<file path="config.mk">
export PLATFORM = sky130hd
export DESIGN_NAME = noc_xbar_router
export DESIGN_NICKNAME = d
export VERILOG_FILES = /design/src/rtl/noc_xbar_router.sv
export SDC_FILE = /design/constraint.sdc
export NUM_CORES = 1
export LEC_CHECK = 0
export CORE_MARGIN = 2
export CORE_UTILIZATION = 37
export CTS_BUF_LIST = sky130_fd_sc_hd__clkbuf_8
export DETAILED_ROUTE_END_ITERATION = 8
export GPL_ROUTABILITY_DRIVEN = 0
export PLACE_DENSITY = 0.69
export SLEW_MARGIN = 40
export SYNTH_ARGS = -nofsm -noshare
export SYNTH_HDL_FRONTEND = slang
export SYNTH_SLANG_ARGS = --single-unit
</file>
<file path="constraint.sdc">
create_clock -name i_clk -period 4.91 [get_ports i_clk]
set_input_delay 0.491 -clock i_clk [delete_from_list [all_inputs] [get_ports i_clk]]
set_output_delay 0.491 -clock i_clk [all_outputs]
set_load 0.05 [all_outputs]
</file>
<file path="src/rtl/noc_xbar_router.sv">
`default_nettype none
// ============================================================================
// Module   : noc_xbar_router
// Purpose  : 5-port mesh NoC router (NI, N, S, E, W). Each input has a FIFO,
//            heads are XY-routed, each output has a round-robin arbiter that
//            loads a registered valid/ready output stage.
//            Optional build macro ROUTER_STATS_EN: saturating per-output
//            delivered-packet counters on o_stats (tied to 0 otherwise).
// Revision : 1.0 - initial release
// ============================================================================
module noc_xbar_router #(
    parameter int GRID_ROWS          = 4,
    parameter int GRID_COLS          = 4,
    parameter int PACKET_WIDTH       = 8,
    parameter int ROW_LSB            = 2,
    parameter int COL_LSB            = 0,
    parameter int FIFO_ADDRESS_WIDTH = 2,
    parameter int ROUTER_ROW         = 0,
    parameter int ROUTER_COL         = 0,
    parameter int STATS_W            = 16
) (
    input  logic                         i_clk,
    input  logic                         i_arst_n,
    input  logic [4:0][PACKET_WIDTH-1:0] i_inData,
    input  logic [4:0]                   i_inValid,
    output logic [4:0]                   o_inReady,
    output logic [4:0][PACKET_WIDTH-1:0] o_outData,
    output logic [4:0]                   o_outValid,
    input  logic [4:0]                   i_outReady,
    output logic [4:0]                   o_drop,
    output logic [4:0][STATS_W-1:0]      o_stats
);

    localparam int c_ROW_W = $clog2(GRID_ROWS);
    localparam int c_COL_W = $clog2(GRID_COLS);
    localparam int c_AW    = FIFO_ADDRESS_WIDTH;
    localparam int c_DEPTH = 2 ** FIFO_ADDRESS_WIDTH;

    localparam logic [c_ROW_W-1:0] c_MY_ROW = c_ROW_W'(ROUTER_ROW);
    localparam logic [c_COL_W-1:0] c_MY_COL = c_COL_W'(ROUTER_COL);

    localparam logic [2:0] c_P_NI = 3'd0;
    localparam logic [2:0] c_P_N  = 3'd1;
    localparam logic [2:0] c_P_S  = 3'd2;
    localparam logic [2:0] c_P_E  = 3'd3;
    localparam logic [2:0] c_P_W  = 3'd4;

    // Bit p set when output port p physically exists at this mesh position.
    localparam logic [4:0] c_PORT_EXISTS = {
        (ROUTER_COL != 0),
        (ROUTER_COL != GRID_COLS - 1),
        (ROUTER_ROW != GRID_ROWS - 1),
        (ROUTER_ROW != 0),
        1'b1
    };

    // Index (base + off) modulo 5, for base in 0..4 and off in 0..4.
    function automatic logic [2:0] f_wrap(input logic [2:0] base, input int unsigned off);
        logic [3:0] s;
        s = {1'b0, base} + 4'(off);
        if (s >= 4'd5) begin
            s = s - 4'd5;
        end
        return s[2:0];
    endfunction

    // Input FIFO storage and pointers. The extra pointer bit separates full from empty.
    logic [PACKET_WIDTH-1:0]      r_mem [5][c_DEPTH];
    logic [4:0][c_AW:0]           r_wr_ptr;
    logic [4:0][c_AW:0]           r_wr_vis;  // write pointer as seen by the read side, one cycle late
    logic [4:0][c_AW:0]           r_rd_ptr;

    logic [4:0]                   w_full;
    logic [4:0]                   w_head_vld;
    logic [4:0]                   w_wr;
    logic [4:0]                   w_pop;
    logic [4:0]                   w_drop;
    logic [4:0][PACKET_WIDTH-1:0] w_head;
    logic [4:0][c_ROW_W-1:0]      w_dst_row;
    logic [4:0][c_COL_W-1:0]      w_dst_col;
    logic [4:0][2:0]              w_route;
    logic [4:0][4:0]              w_req;      // [output][input]
    logic [4:0]                   w_can_load;
    logic [4:0]                   w_gnt_vld;
    logic [4:0][2:0]              w_gnt_idx;

    logic [4:0][2:0]              r_ptr;
    logic [4:0]                   r_out_valid;
    logic [4:0][PACKET_WIDTH-1:0] r_out_data;
    logic [4:0]                   r_drop;

    // FIFO status and head-of-line packet per input.
    always_comb begin
        for (int i = 0; i < 5; i++) begin
            w_full[i]     = (r_wr_ptr[i][c_AW] != r_rd_ptr[i][c_AW]) &&
                            (r_wr_ptr[i][c_AW-1:0] == r_rd_ptr[i][c_AW-1:0]);
            w_head_vld[i] = (r_rd_ptr[i] != r_wr_vis[i]);
            w_head[i]     = r_mem[i][r_rd_ptr[i][c_AW-1:0]];
            w_wr[i]       = i_inValid[i] && !w_full[i];
        end
    end

    // XY route of each head; heads aimed at a missing port become drops, others requests.
    always_comb begin
        w_dst_row = '0;
        w_dst_col = '0;
        w_route   = '0;
        w_drop    = '0;
        w_req     = '0;
        for (int i = 0; i < 5; i++) begin
            w_dst_row[i] = w_head[i][ROW_LSB +: c_ROW_W];
            w_dst_col[i] = w_head[i][COL_LSB +: c_COL_W];
            if (w_dst_col[i] > c_MY_COL) begin
                w_route[i] = c_P_E;
            end else if (w_dst_col[i] < c_MY_COL) begin
                w_route[i] = c_P_W;
            end else if (w_dst_row[i] > c_MY_ROW) begin
                w_route[i] = c_P_S;
            end else if (w_dst_row[i] < c_MY_ROW) begin
                w_route[i] = c_P_N;
            end else begin
                w_route[i] = c_P_NI;
            end
            w_drop[i] = w_head_vld[i] && !c_PORT_EXISTS[w_route[i]];
            for (int o = 0; o < 5; o++) begin
                w_req[o][i] = w_head_vld[i] && (w_route[i] == 3'(o)) && c_PORT_EXISTS[o];
            end
        end
    end

    // Round-robin arbiter per output; a grant is only issued when the output stage can load.
    always_comb begin
        w_can_load = '0;
        w_gnt_vld  = '0;
        w_gnt_idx  = r_ptr;
        for (int o = 0; o < 5; o++) begin
            w_can_load[o] = !r_out_valid[o] || i_outReady[o];
            for (int k = 0; k < 5; k++) begin
                if (w_can_load[o] && !w_gnt_vld[o] && w_req[o][f_wrap(r_ptr[o], k)]) begin
                    w_gnt_vld[o] = 1'b1;
                    w_gnt_idx[o] = f_wrap(r_ptr[o], k);
                end
            end
        end
    end

    // An input pops when its head wins an output or is dropped.
    always_comb begin
        w_pop = w_drop;
        for (int o = 0; o < 5; o++) begin
            if (w_gnt_vld[o]) begin
                w_pop[w_gnt_idx[o]] = 1'b1;
            end
        end
    end

    // FIFO storage write; contents need no reset since pointers define validity.
    always_ff @(posedge i_clk) begin
        for (int i = 0; i < 5; i++) begin
            if (w_wr[i]) begin
                r_mem[i][r_wr_ptr[i][c_AW-1:0]] <= i_inData[i];
            end
        end
    end

    // FIFO pointer update; a write becomes readable one cycle after it lands.
    always_ff @(posedge i_clk or negedge i_arst_n) begin
        if (!i_arst_n) begin
            r_wr_ptr <= '0;
            r_wr_vis <= '0;
            r_rd_ptr <= '0;
        end else begin
            for (int i = 0; i < 5; i++) begin
                if (w_wr[i]) begin
                    r_wr_ptr[i] <= r_wr_ptr[i] + 1'b1;
                end
                r_wr_vis[i] <= r_wr_ptr[i];
                if (w_pop[i]) begin
                    r_rd_ptr[i] <= r_rd_ptr[i] + 1'b1;
                end
            end
        end
    end

    // Output registers and arbiter pointers; data is cleared whenever valid drops.
    always_ff @(posedge i_clk or negedge i_arst_n) begin
        if (!i_arst_n) begin
            r_out_valid <= '0;
            r_out_data  <= '0;
            r_ptr       <= '0;
        end else begin
            for (int o = 0; o < 5; o++) begin
                if (w_gnt_vld[o]) begin
                    r_out_valid[o] <= 1'b1;
                    r_out_data[o]  <= w_head[w_gnt_idx[o]];
                    r_ptr[o]       <= f_wrap(w_gnt_idx[o], 1);
                end else if (r_out_valid[o] && i_outReady[o]) begin
                    r_out_valid[o] <= 1'b0;
                    r_out_data[o]  <= '0;
                end
            end
        end
    end

    // One-cycle drop indication for each unroutable head that was discarded.
    always_ff @(posedge i_clk or negedge i_arst_n) begin
        if (!i_arst_n) begin
            r_drop <= '0;
        end else begin
            r_drop <= w_drop;
        end
    end

    assign o_inReady  = ~w_full;
    assign o_outValid = r_out_valid & c_PORT_EXISTS;
    assign o_outData  = r_out_data;
    assign o_drop     = r_drop;

`ifdef ROUTER_STATS_EN
    logic [4:0][STATS_W-1:0] r_stats;

    // Saturating count of completed output handshakes per port.
    always_ff @(posedge i_clk or negedge i_arst_n) begin
        if (!i_arst_n) begin
            r_stats <= '0;
        end else begin
            for (int o = 0; o < 5; o++) begin
                if (o_outValid[o] && i_outReady[o] && (r_stats[o] != {STATS_W{1'b1}})) begin
                    r_stats[o] <= r_stats[o] + 1'b1;
                end
            end
        end
    end

    assign o_stats = r_stats;
`else
    assign o_stats = '0;
`endif

endmodule
`default_nettype wire

</file>
== After elaboration in Yosys (flattened, before gate mapping) ==
Memories as Yosys holds them, arrays and structs flattened.
Cells that the tools add are included.

* Memories: 16
* Memory bits (read-only): 120
* Register bits after elaboration: 110
* Input bits: 52
* Bits in writable memories: 160

{| class="wikitable"
|+ Memory list
! name !! words !! width !! read ports !! clocked after Yosys merged registers in !! write ports !! RTL line !! text
|-
| r_mem || 5 || 32 || 5 || 0 || 5 || 68 || <nowiki>logic [PACKET_WIDTH-1:0] r_mem [5][c_DEPTH];</nowiki>
|-
| (no name shown) || 8 || 1 || 1 || 0 || 0 || 139 || <nowiki>if (w_can_load[o] && !w_gnt_vld[o] && w_req[o][f_wrap(r_ptr[o], k)]) begin</nowiki>
|-
| (no name shown) || 8 || 1 || 1 || 0 || 0 || 139 ||
|-
| (no name shown) || 8 || 1 || 1 || 0 || 0 || 139 ||
|-
| (no name shown) || 8 || 1 || 1 || 0 || 0 || 139 ||
|-
| (no name shown) || 8 || 1 || 1 || 0 || 0 || 139 ||
|-
| +10 memories || -- || -- || -- || -- || -- || -- ||
|}

* Bitwise gates (word level): 16
* Magnitude comparators: 105
* Add/sub/neg operators: 65
* Mux-type cells: 225
* Equality and inequality tests: 25
* Reductions and logical operators: 140

{| class="wikitable"
|+ Operator list
! cell !! count
|-
| 8-bit two-way mux || 30
|-
| 3-bit two-way mux || 65
|-
| 32-bit two-way mux || 5
|-
| 3-bit by 4-bit less-than comparator with 1-bit output (second input constant) || 35
|-
| 8-bit binary-select mux with 3-bit select || 5
|-
| 4-bit by 3-bit >= comparator with 1-bit output (second input constant) || 25
|-
| 1-bit logical AND || 90
|-
| 3-bit subtractor (second input constant) || 30
|-
| 8-bit binary-select mux with 2-bit select || 5
|-
| 8-bit demux with 2-bit select || 5
|-
| 1-bit two-way mux || 80
|-
| 1-bit binary-select mux with 3-bit select || 15
|-
| 3-bit >= comparator (second input constant) || 15
|-
| 3-bit by 1-bit adder with 4-bit output (second input constant) || 10
|-
| 3-bit by 2-bit adder with 4-bit output (second input constant) || 10
|-
| 1-bit logical NOT || 35
|-
| 3-bit by 1-bit adder with 3-bit output (second input constant) || 10
|-
| 3-bit by 2-bit equality test with 1-bit output (second input constant) || 10
|-
| 2-bit NOT with 3-bit output || 10
|-
| 5-bit two-way mux || 5
|-
| 5-bit bitwise OR || 5
|-
| 3-bit by 3-bit adder with 4-bit output (second input constant) || 5
|-
| 2-bit by 1-bit greater-than comparator with 1-bit output (second input constant) || 10
|-
| 2-bit by 1-bit less-than comparator with 1-bit output (second input constant) || 10
|-
| other kinds (11) || 51
|}

== Longest topological paths before layout ==
Gate-level depths: netlist of run 1.

* Depth after elaboration: 45
* Mapped depth: 23
* Depth with buffers taken out: 20

== Worst setup path after synthesis of run 1 ==
OpenSTA, ideal clock, no wires.

* Path kind: register to register
* From: reg r_ptr[0] (netlist bit)
* To: reg r_rd_ptr[1] (netlist bit)
* Arrival time: 4.566 ns
* Cell stages (with the launch flop): 19
* Data required time: 4.782 ns
* Slack: 0.216 ns
* Buffers on the path: 4
* Cell sequence: dfrtp_1 clkbuf_1 clkinv_1 ha_1 clkbuf_1 inv_2 xnor2_1 a31o_2 nand2_1 a221o_1 nor3_1 clkbuf_1 mux2_2 o221a_2 nor2_1 buf_2 nor3_1 nor2_1 mux2_1

* Word-level cells in the longest chain between the ends: 36

{| class="wikitable"
|+ RTL lines
! what !! RTL line !! text
|-
| start, declared || 87 || <nowiki>logic [4:0][2:0] r_ptr;</nowiki>
|-
| start signal, assigned by index || 196 || <nowiki>r_ptr[o] <= f_wrap(w_gnt_idx[o], 1);</nowiki>
|-
| parallel branches: the longest is 27 deep, another holds 3-bit by 1-bit adder with 4-bit output || -- ||
|-
| 5-bit two-way mux * || 151 || <nowiki>if (w_gnt_vld[o]) begin</nowiki>
|-
| 5-bit bitwise OR (no source line) || -- ||
|-
| 5-bit two-way mux * || 151 ||
|-
| 5-bit bitwise OR (no source line) || -- ||
|-
| 5-bit two-way mux * || 151 ||
|-
| 5-bit bitwise OR (no source line) || -- ||
|-
| 5-bit two-way mux * || 151 ||
|-
| 5-bit bitwise OR (no source line) || -- ||
|-
| 5-bit two-way mux * || 151 ||
|-
| end signal, assigned by index || 179 || <nowiki>r_rd_ptr[i] <= r_rd_ptr[i] + 1'b1;</nowiki>
|-
| end, declared || 71 || <nowiki>logic [4:0][c_AW:0] r_rd_ptr;</nowiki>
|}

Mark *: on every way between the ends. The select of a mux whose other input is x is not followed.
A chain may end at the register's enable or synchronous reset.

== Worst setup path after layout of run 1 ==
* From: reg r_rd_ptr[12] (netlist bit)
* To: reg r_rd_ptr[1] (netlist bit)

* Word-level cells in the longest chain between the ends: 45

{| class="wikitable"
|+ RTL lines
! what !! RTL line !! text
|-
| 2-bit NOT with 3-bit output (not written as such) || 98 || <nowiki>w_head[i] = r_mem[i][r_rd_ptr[i][c_AW-1:0]];</nowiki>
|-
| 8-bit binary-select mux with 2-bit select || 98 ||
|-
| 8-bit two-way mux (not written as such) (2 in series) || 98 ||
|-
| 2-bit by 1-bit less-than comparator with 1-bit output || 119 || <nowiki>end else if (w_dst_row[i] < c_MY_ROW) begin</nowiki>
|-
| 1-bit two-way mux || 119 ||
|-
| 2-bit two-way mux || 117 || <nowiki>end else if (w_dst_row[i] > c_MY_ROW) begin</nowiki>
|-
| 3-bit two-way mux || 115 || <nowiki>end else if (w_dst_col[i] < c_MY_COL) begin</nowiki>
|-
| 3-bit two-way mux || 113 || <nowiki>if (w_dst_col[i] > c_MY_COL) begin</nowiki>
|-
| (+28 left out) || -- ||
|-
| 5-bit bitwise OR (no source line) || -- ||
|-
| 5-bit two-way mux || 151 ||
|-
| 5-bit bitwise OR (no source line) || -- ||
|-
| 5-bit two-way mux || 151 ||
|-
| 5-bit bitwise OR (no source line) || -- ||
|-
| 5-bit two-way mux * || 151 ||
|-
| 5-bit bitwise OR (no source line) || -- ||
|-
| 5-bit two-way mux * || 151 ||
|}

Mark *: on every way between the ends. The rest lies on a longest branch, timed or not. The select of a mux whose other input is x is not followed.

==> results list, run 1 <==
- The library cell used most frequently in the layout, excluding fill and tap cells, is edfxtp_1.
* Total clock sinks: between 200 and 250
- GR Layer Usage met3: under 10%
- Across all setup checks in the final design, the least slack found is between 0.15 and 0.2 ns.
- In the routed design, unresolved DRC markers number 0.
* Final number of setup-violating endpoints: 0
* First DRT Iteration DRCs: approximately 950
- Global routing consumed, on the met1 layer, approximately 22% of the routing resources.
- Critical path launch point type: register
- Clock-pin transition on the worst setup and hold timing paths: ~0.070 ns
* Post-detailed-placement cell area: about 16000 sq um
* Cell count after synthesis: between 1k and 1.5k
- The die is 203.5 microns tall.
* Type of the worst setup path: register to register
- Yosys printed 0 warnings.
- Core utilization of the finished layout: a little over two fifths
- Buffers inserted during clock tree synthesis total 40.
- Averaged over all synthesized cells, the footprint is approximately 12 sq um.
- Headroom to the max-slew limit came out at 57.27%.
* Effective utilization at floorplan: a little under two fifths
* Count of inserted antenna diode cells: 0
* Vias in the first global route: roughly 10k
- Hpwl dp: 27310 microns
- H-tree depth: 2
- The number of hold violations in the final report came to 0.
- Before CTS, the worst setup slack after placement is ~0.14 ns.
- Final Net Count: about 1.5k
* Synth-to-layout area growth: 15.68%
- Most frequently used flop master after synthesis: edfxtp_1
* Minimum clock period: between 4 and 5 ns
* Overall routing resource usage: 17.54%
- The initial antenna violation count came to 0.
- Number of enable-type register cells in the synthesized netlist: between 150 and 200
* Max stage delay cell, worst path: mux4_2
* CORE AREA: ~40000 sq um
- On the worst path, the slowest cell contributes a delay of between 0.5 and 0.6 ns.
- Average detailed-routed wire length per instance: approximately 18 microns
- For this run, global-route usage on met2 was measured as between 20% and 30%.
* Sequential area share after synthesis: 47.25%
- The routed layout has between 10k and 15k vias.
- met2 is the most crowded layer.
- After global routing the overflow that remains totals 0.
* Post-synthesis cell type count: between 90 and 100
- Routed wire length: between 30000 and 40000 microns
* Number of buffers inserted by port buffering: between 80 and 90
- The later pin in the worst-skew pair is clocked with a latency of approximately 0.56 ns.
- In the final layout, the share of cells above drive strength 1 is approximately 16%.
- Counting along the longest clock path gives a buffer depth of 3.
* Clock tree from TritonCTS: yes
- Walking the worst path, the cells encountered are buf_4 > mux4_2 > or2_1 > or3_1 > o31ai_1 > o2111ai_1 > nor2_1 > a21oi_1 > o211a_4 > or2_1 > buf_4 > o31ai_1 > nor2_1 > mux2_1.
- Number of standard-cell rows in the floorplan: between 70 and 80
* HP Class: register to register
- At the pin with the least slew margin, the transition time is around 0.64 ns.
- Worst endpoint data arrival time: 5.16 ns
* Post-route design area: between 15000 and 20000 sq um
- ANT nets after route: 0
- The synthesized netlist occupies a cell area of around 15000 sq um.
- CTS Root Buffer Type: clkbuf_8
- The library cells used most frequently in the layout, excluding fill and tap cells, are 160 x edfxtp_1, 103 x conb_1, 85 x clkdlybuf4s50_1.
- Entering global routing, the biggest net connects 47 pins.
- The tightest hold path in the finished design has a slack of 0.4313 ns.
- The multi-input combinational cells in the finished layout cover a total of 7037 sq um.
- 187 I/O pins were placed.
* Clk_skew: 0.02253 ns
- Area of the die: about 41000 sq um
- Dividing the detail-routed via count by the number of cells gives approximately 5.4.
- The synthesized design contains 246 register bits.
- The die is approximately 200 microns wide.
- Wire length of the first global-routing pass: roughly 57000 microns
- FMAX: between 0.2 and 0.25 GHz
- Number of filler cells placed in the layout: between 3k and 4k
- In the final layout, flip-flops and latches occupy a little under 7000 sq um.
- The flow ran to the end, and the final reports show no timing, DRC or antenna violations.
* Max Slew Vio Count: 0
- Of all nets on the critical path, the largest fanout is 14.
- Required @ worst endpoint: 5.33 ns
- For this run, asynchronously set or reset flops after synthesis account for about a third.
* TritonRoute pass-1 iters: 5
- Share of the cycle needed by the critical path after routing: between 90% and 100%
* Max_cap viols: 0
- Endpoint type of the worst setup path: register
## sequential cells by signal, indices dropped and copies added, names as in the netlist
name and count:
r_out_valid 3, r_wr_vis 15, r_wr_ptr 15, r_ptr 9, o_drop 5, r_rd_ptr 15
r_mem 160, o_outData 24
## per-stage QoR
| stage | setup TNS, ns | instances |
|---|---|---|
| detailed placement | 0 | 1908 |
| global placement | 0 | 1908 |
| finish | 0 | 1982 |
| global route | -0.02035 | 1982 |
| floorplan | 0 | 1376 |
| CTS | 0 | 1982 |
## critical path, delay by kind of cell, from the launching register on
kind,cells,cell delay (ns)
buffers and inverters,2,0.39
and+or+nand+nor,5,1.58
AOI/OAI and AO/OA,5,1.36
DFF,1,0.39
muxes,2,0.88
## cell families after synthesis
kind of cell             synth area share (%)
AND/OR/NAND/NOR                         12.16
AO/OA/AOI/OAI                           13.82
flip-flops                              47.25
buffers and inverters                   7.707
multiplexers                            9.721
XOR/XNOR                                4.580
adder cells (fa/ha/maj)                 4.742
other                                 0.02547
## cell type report
cell class / instances / share of cell area (%)
Clock buffer: 45 / 3.636
Clock inverter: 28 / 1.234
Timing Repair Buffer: 156 / 8.139
Multi-Input combinational cell: 940 / 41.31
Tap cell: 525 / 3.857
Sequential cell: 246 / 40.87
Inverter: 42 / 0.9550
## path summary, 6_finish.rpt
kind	startpoint	end	slack (ns)	cells past startpoint
worst max-delay path	r_rd_ptr[12]	r_rd_ptr[1]	0.17	14
worst min-delay path	r_wr_ptr[5]	r_wr_vis[5]	0.43	0
worst max register to register	r_rd_ptr[12]	r_rd_ptr[1]	0.17	14
worst min register to register	r_wr_ptr[5]	r_wr_vis[5]	0.43	0
max in group asynchronous	i_arst_n	r_rd_ptr[6]	3.35	3
min in group asynchronous	i_arst_n	o_outData[3]	0.48	2
## layer usage
| metal | vias up | share of wire (%) |
|---|---|---|
| li1 | 4924 | - |
| met1 | 5143 | 42 |
| met2 | 458 | 48 |
| met3 | 109 | 6.2 |
| met4 | 0 | 4.5 |
| met5 | - | 0 |
## synth_stat cells (6+ instances only)
library cell	number	area, sq um
edfxtp_1	160	4805
buf_4	101	758.2
dfrtp_1	86	2152
nand2_1	60	225.2
nor2_1	60	225.2
nand3_1	53	265.3
a21oi_1	52	260.3
xnor2_1	52	455.4
ha_1	51	638.1
o21ai_0	42	210.2
mux4_2	38	855.8
inv_1	37	138.9
and3_1	31	193.9
clkbuf_1	29	108.9
mux2i_1	26	260.3
xor2_1	25	219.0
and2_1	21	131.4
nand2b_1	19	118.9
a21o_1	16	120.1
nor3_1	16	80.08
mux2_2	15	168.9
o31ai_1	15	112.6
a22oi_1	14	105.1
or3_1	13	81.33
a31oi_1	11	68.82
buf_2	11	55.05
nor2b_1	11	68.82
a211oi_1	10	75.07
a22o_1	10	87.58
o211ai_1	10	75.07
nor4_1	9	56.30
or2_2	9	56.30
a221oi_1	8	70.07
o21a_1	8	60.06
o22ai_1	8	50.05
o32ai_1	8	70.07
o221ai_1	7	61.31
nand4_1	6	37.54
o21ai_1	6	30.03
## what timing repair did
| item | 4_1_cts | 5_1_grt |
|---|---|---|
| hold buffers | 1 | 0 |
| endpoints found under the setup margin | 0 | 9 |
| hold endpoints to repair | 45 | 0 |
| gates resized for setup | 0 | 7 |
| setup buffers | 0 | 0 |
Power of run 1 is not shown: default switching activity piles up to over one toggle a cycle in this logic, so the estimate is an artifact.
==> inputs of run 2 (changes only) <==
--- a/config.mk
+++ b/config.mk
@@ -9,7 +9,6 @@
 export CORE_UTILIZATION = 37
 export CTS_BUF_LIST = sky130_fd_sc_hd__clkbuf_8
 export DETAILED_ROUTE_END_ITERATION = 8
-export GPL_ROUTABILITY_DRIVEN = 0
 export PLACE_DENSITY = 0.69
 export SLEW_MARGIN = 40
 export SYNTH_ARGS = -nofsm -noshare
==> run 2 against run 1 <==
  * Clock skew rose by 0.023 ns
  * Core utilization grew 0.12 points
  * Sequential share of layout area is 0.12 points lower
  * Count of clock-buffer cells in the layout is 4 lower
  * Via count up 0.60%
  * Sequential cell count unchanged
  * Worst hold slack better by 0.012 ns
  * Critical path depth grew 3
  * Fmax increased by 0.32%
  * Worst setup slack improved by 0.015 ns
  * Die area is the same
  * Register-to-register slack improved by 0.02 ns
==> results list, run 2 (synthesized netlist as in run 1, its figures left out) <==
* Initial antenna violation count: 0
* Number of filler cells placed in the layout: 3671
- Highest cell delay on the worst timing path: between 0.5 and 0.6 ns
* Unrepaired setup endpoints after global routing: no
* Vias in the first global route: about 10k
* Endpoint type of the worst setup path: register
- The area growth from synthesis to layout is 16.00%.
- Clk_skew: between 0.04 and 0.05 ns
* Via density per instance: between 5 and 6
* Deepest clock path buffer count: 3
- Total number of vias: around 11k
* Number of buffers inserted by port buffering: 86
- In this design, the largest share of critical-path delay is due to simple AND/OR/NAND/NOR gates.
- In this run the clock root is driven by a clkbuf_8.
* Number of placed instances, taps included: ~1.9k
- Across all hold checks on the routed design, the worst slack comes to 0.4431 ns.
- Number of post-CTS setup repair buffers: 0
- Effective utilization at floorplan: between 30 and 40%
* Share of final-layout standard cells stronger than drive strength 1: between 10% and 20%
* Top library cells by usage in the layout, fill and taps aside: 160 x edfxtp_1, 103 x conb_1, 85 x clkdlybuf4s50_1
- Chip Width: 203.5 microns
* Overall routing resource usage: ~18%
- Final number of setup-violating endpoints: 0
- Met2 WL: ~18000 microns
- DRC Markers: 0
* Top layer used by detailed routing: met4
- Count of inserted antenna diode cells: 0
* Max_cap viols: 0
* First DRT Iteration DRCs: approximately 940
- Leading cell type in the layout, fill and taps excluded: edfxtp_1
* TritonRoute pass-1 iters: 5
- Series of cell instances along the critical path: buf_4 > mux4_2 > or2_1 > or3_1 > or4_4 > and3_4 > mux2_4 > o31ai_4 > o211a_4 > or2_1 > inv_6 > ha_1 > inv_1 > mux2_2 > nor2_1 > o21ai_0 > o221ai_1
* Wire length of the first global-routing pass: between 50000 and 60000 microns
- For this run, the post-layout net count is 1544.
* Area taken by flip-flops and latches: a little under 7000 sq um
* Total CTS buffers: 40
- Clock-pin transition on the worst setup and hold timing paths: roughly 0.060 ns
- Worst-Margin Slew: around 0.9 ns
- STA puts the critical path data required time at 5.32 ns.
- Largest net degree at the start of global routing: 47
- Measured against its own limit, the worst slew margin works out to about two fifths.
* WL met1: 16030 microns
- The flow ran to the end, and the final reports show no timing, DRC or antenna violations.
- Total clock sinks: about 250
- In this run the worst path has a maximum fanout of 8.
- The multi-input combinational cells in the finished layout cover a total of approximately 7100 sq um.
* Weighted congestion reported at the end of routability-driven placement: roughly 0.93
- Critical path launch point type: register
- The die covers between 40000 and 50000 sq um.
- The number of slew-limit violations in the final report is 0.
* Worst endpoint data arrival time: ~5.1 ns
- Once detailed placement completed, the half-perimeter wirelength came to ~29000 microns.
- The setup path with the least slack is of type register to register.
- Summed over all nets, wire length on met3 after detailed routing comes to between 2000 and 2500 microns.
- On the critical path, the stage with the largest delay is an instance of or4_4.
* Routed wire length: 37600 microns
* Y dimension of the die: ~200 microns
* HP Class: register to register
- TritonCTS built the clock tree.
* Buf+Inv Stages, Crit Path: 3
* Final count of hold timing violations: 0
* Non-Filler Instances: approximately 2k
- Total grt overflow: 0
* Clock insertion delay at the later pin of the skew report: 0.58 ns
- The register with the most flip-flops in the layout has 160 of them.
- Critical path's most frequent cell: or2_1
* Number of standard-cell rows in the floorplan: 73
- ANT nets after route: 0
- H-tree depth: 2
* Share of the cycle needed by the critical path after routing: between 90% and 100%
- The floorplan step defined a core boundary enclosing just under 40000 sq um.
- Average detailed-routed wire length per instance: 18.85 microns
* Minimum clock period: 4.726 ns
* FMAX: 0.2116 GHz
- between 150 and 200 I/O pins were placed.
## run 2: changes by cell type in the layout (fill, tap and decap cells not counted), moves of 2 or more
cell       change
bufinv_16      -2
clkinv_2       +2
inv_1          +2
clkinv_1       +3
buf_4         +11
clkbuf_8       -4
## run 2: final timing paths
check,from,slack (ns),end,cells after the start
max,r_rd_ptr[12],0.18,r_ptr[7],17
min,r_wr_ptr[11],0.44,r_wr_vis[11],0
max reg2reg,r_rd_ptr[12],0.18,r_ptr[7],17
min reg2reg,r_wr_ptr[11],0.44,r_wr_vis[11],0
max in group asynchronous,i_arst_n,3.36,r_rd_ptr[6],3
min in group asynchronous,i_arst_n,0.50,o_outData[5],2
## run 2: cell type report
class / instances / share of cell area [%]
Sequential cell: 246 / 40.74
Tap cell: 525 / 3.846
Inverter: 42 / 0.9523
Multi-Input combinational cell: 940 / 41.37
Timing Repair Buffer: 168 / 8.717
Clock inverter: 33 / 1.062
Clock buffer: 41 / 3.304
## run 2: timing repair
item,CTS,global route
hold buffers,1,0
endpoints found under the setup margin,4,15
resized for setup,4,6
pin swaps,0,0
endpoints found under the hold margin,45,0
## run 2: routing by layer
metal	up-vias	GRT usage [%]
li1	4959	-
met1	5201	23.45
met2	447	30.03
met3	91	2.413
met4	0	8.681
met5	-	0
## run 2: per-stage QoR
step	setup slack [ns]	setup TNS, ns	util [%]	instance area (sq um)
6_report	0.1841	0	43.19	17080
2_1_floorplan	0.2163	0	-	15110
4_1_cts	0.08838	0	43.11	17050
5_1_grt	0.0004077	0	43.19	17080
3_3_place_gp	-0.2431	-0.4422	41.15	16280
3_5_place_dp	-0.2531	-0.4258	41.15	16280
Power of run 2 is left out for the same reason.
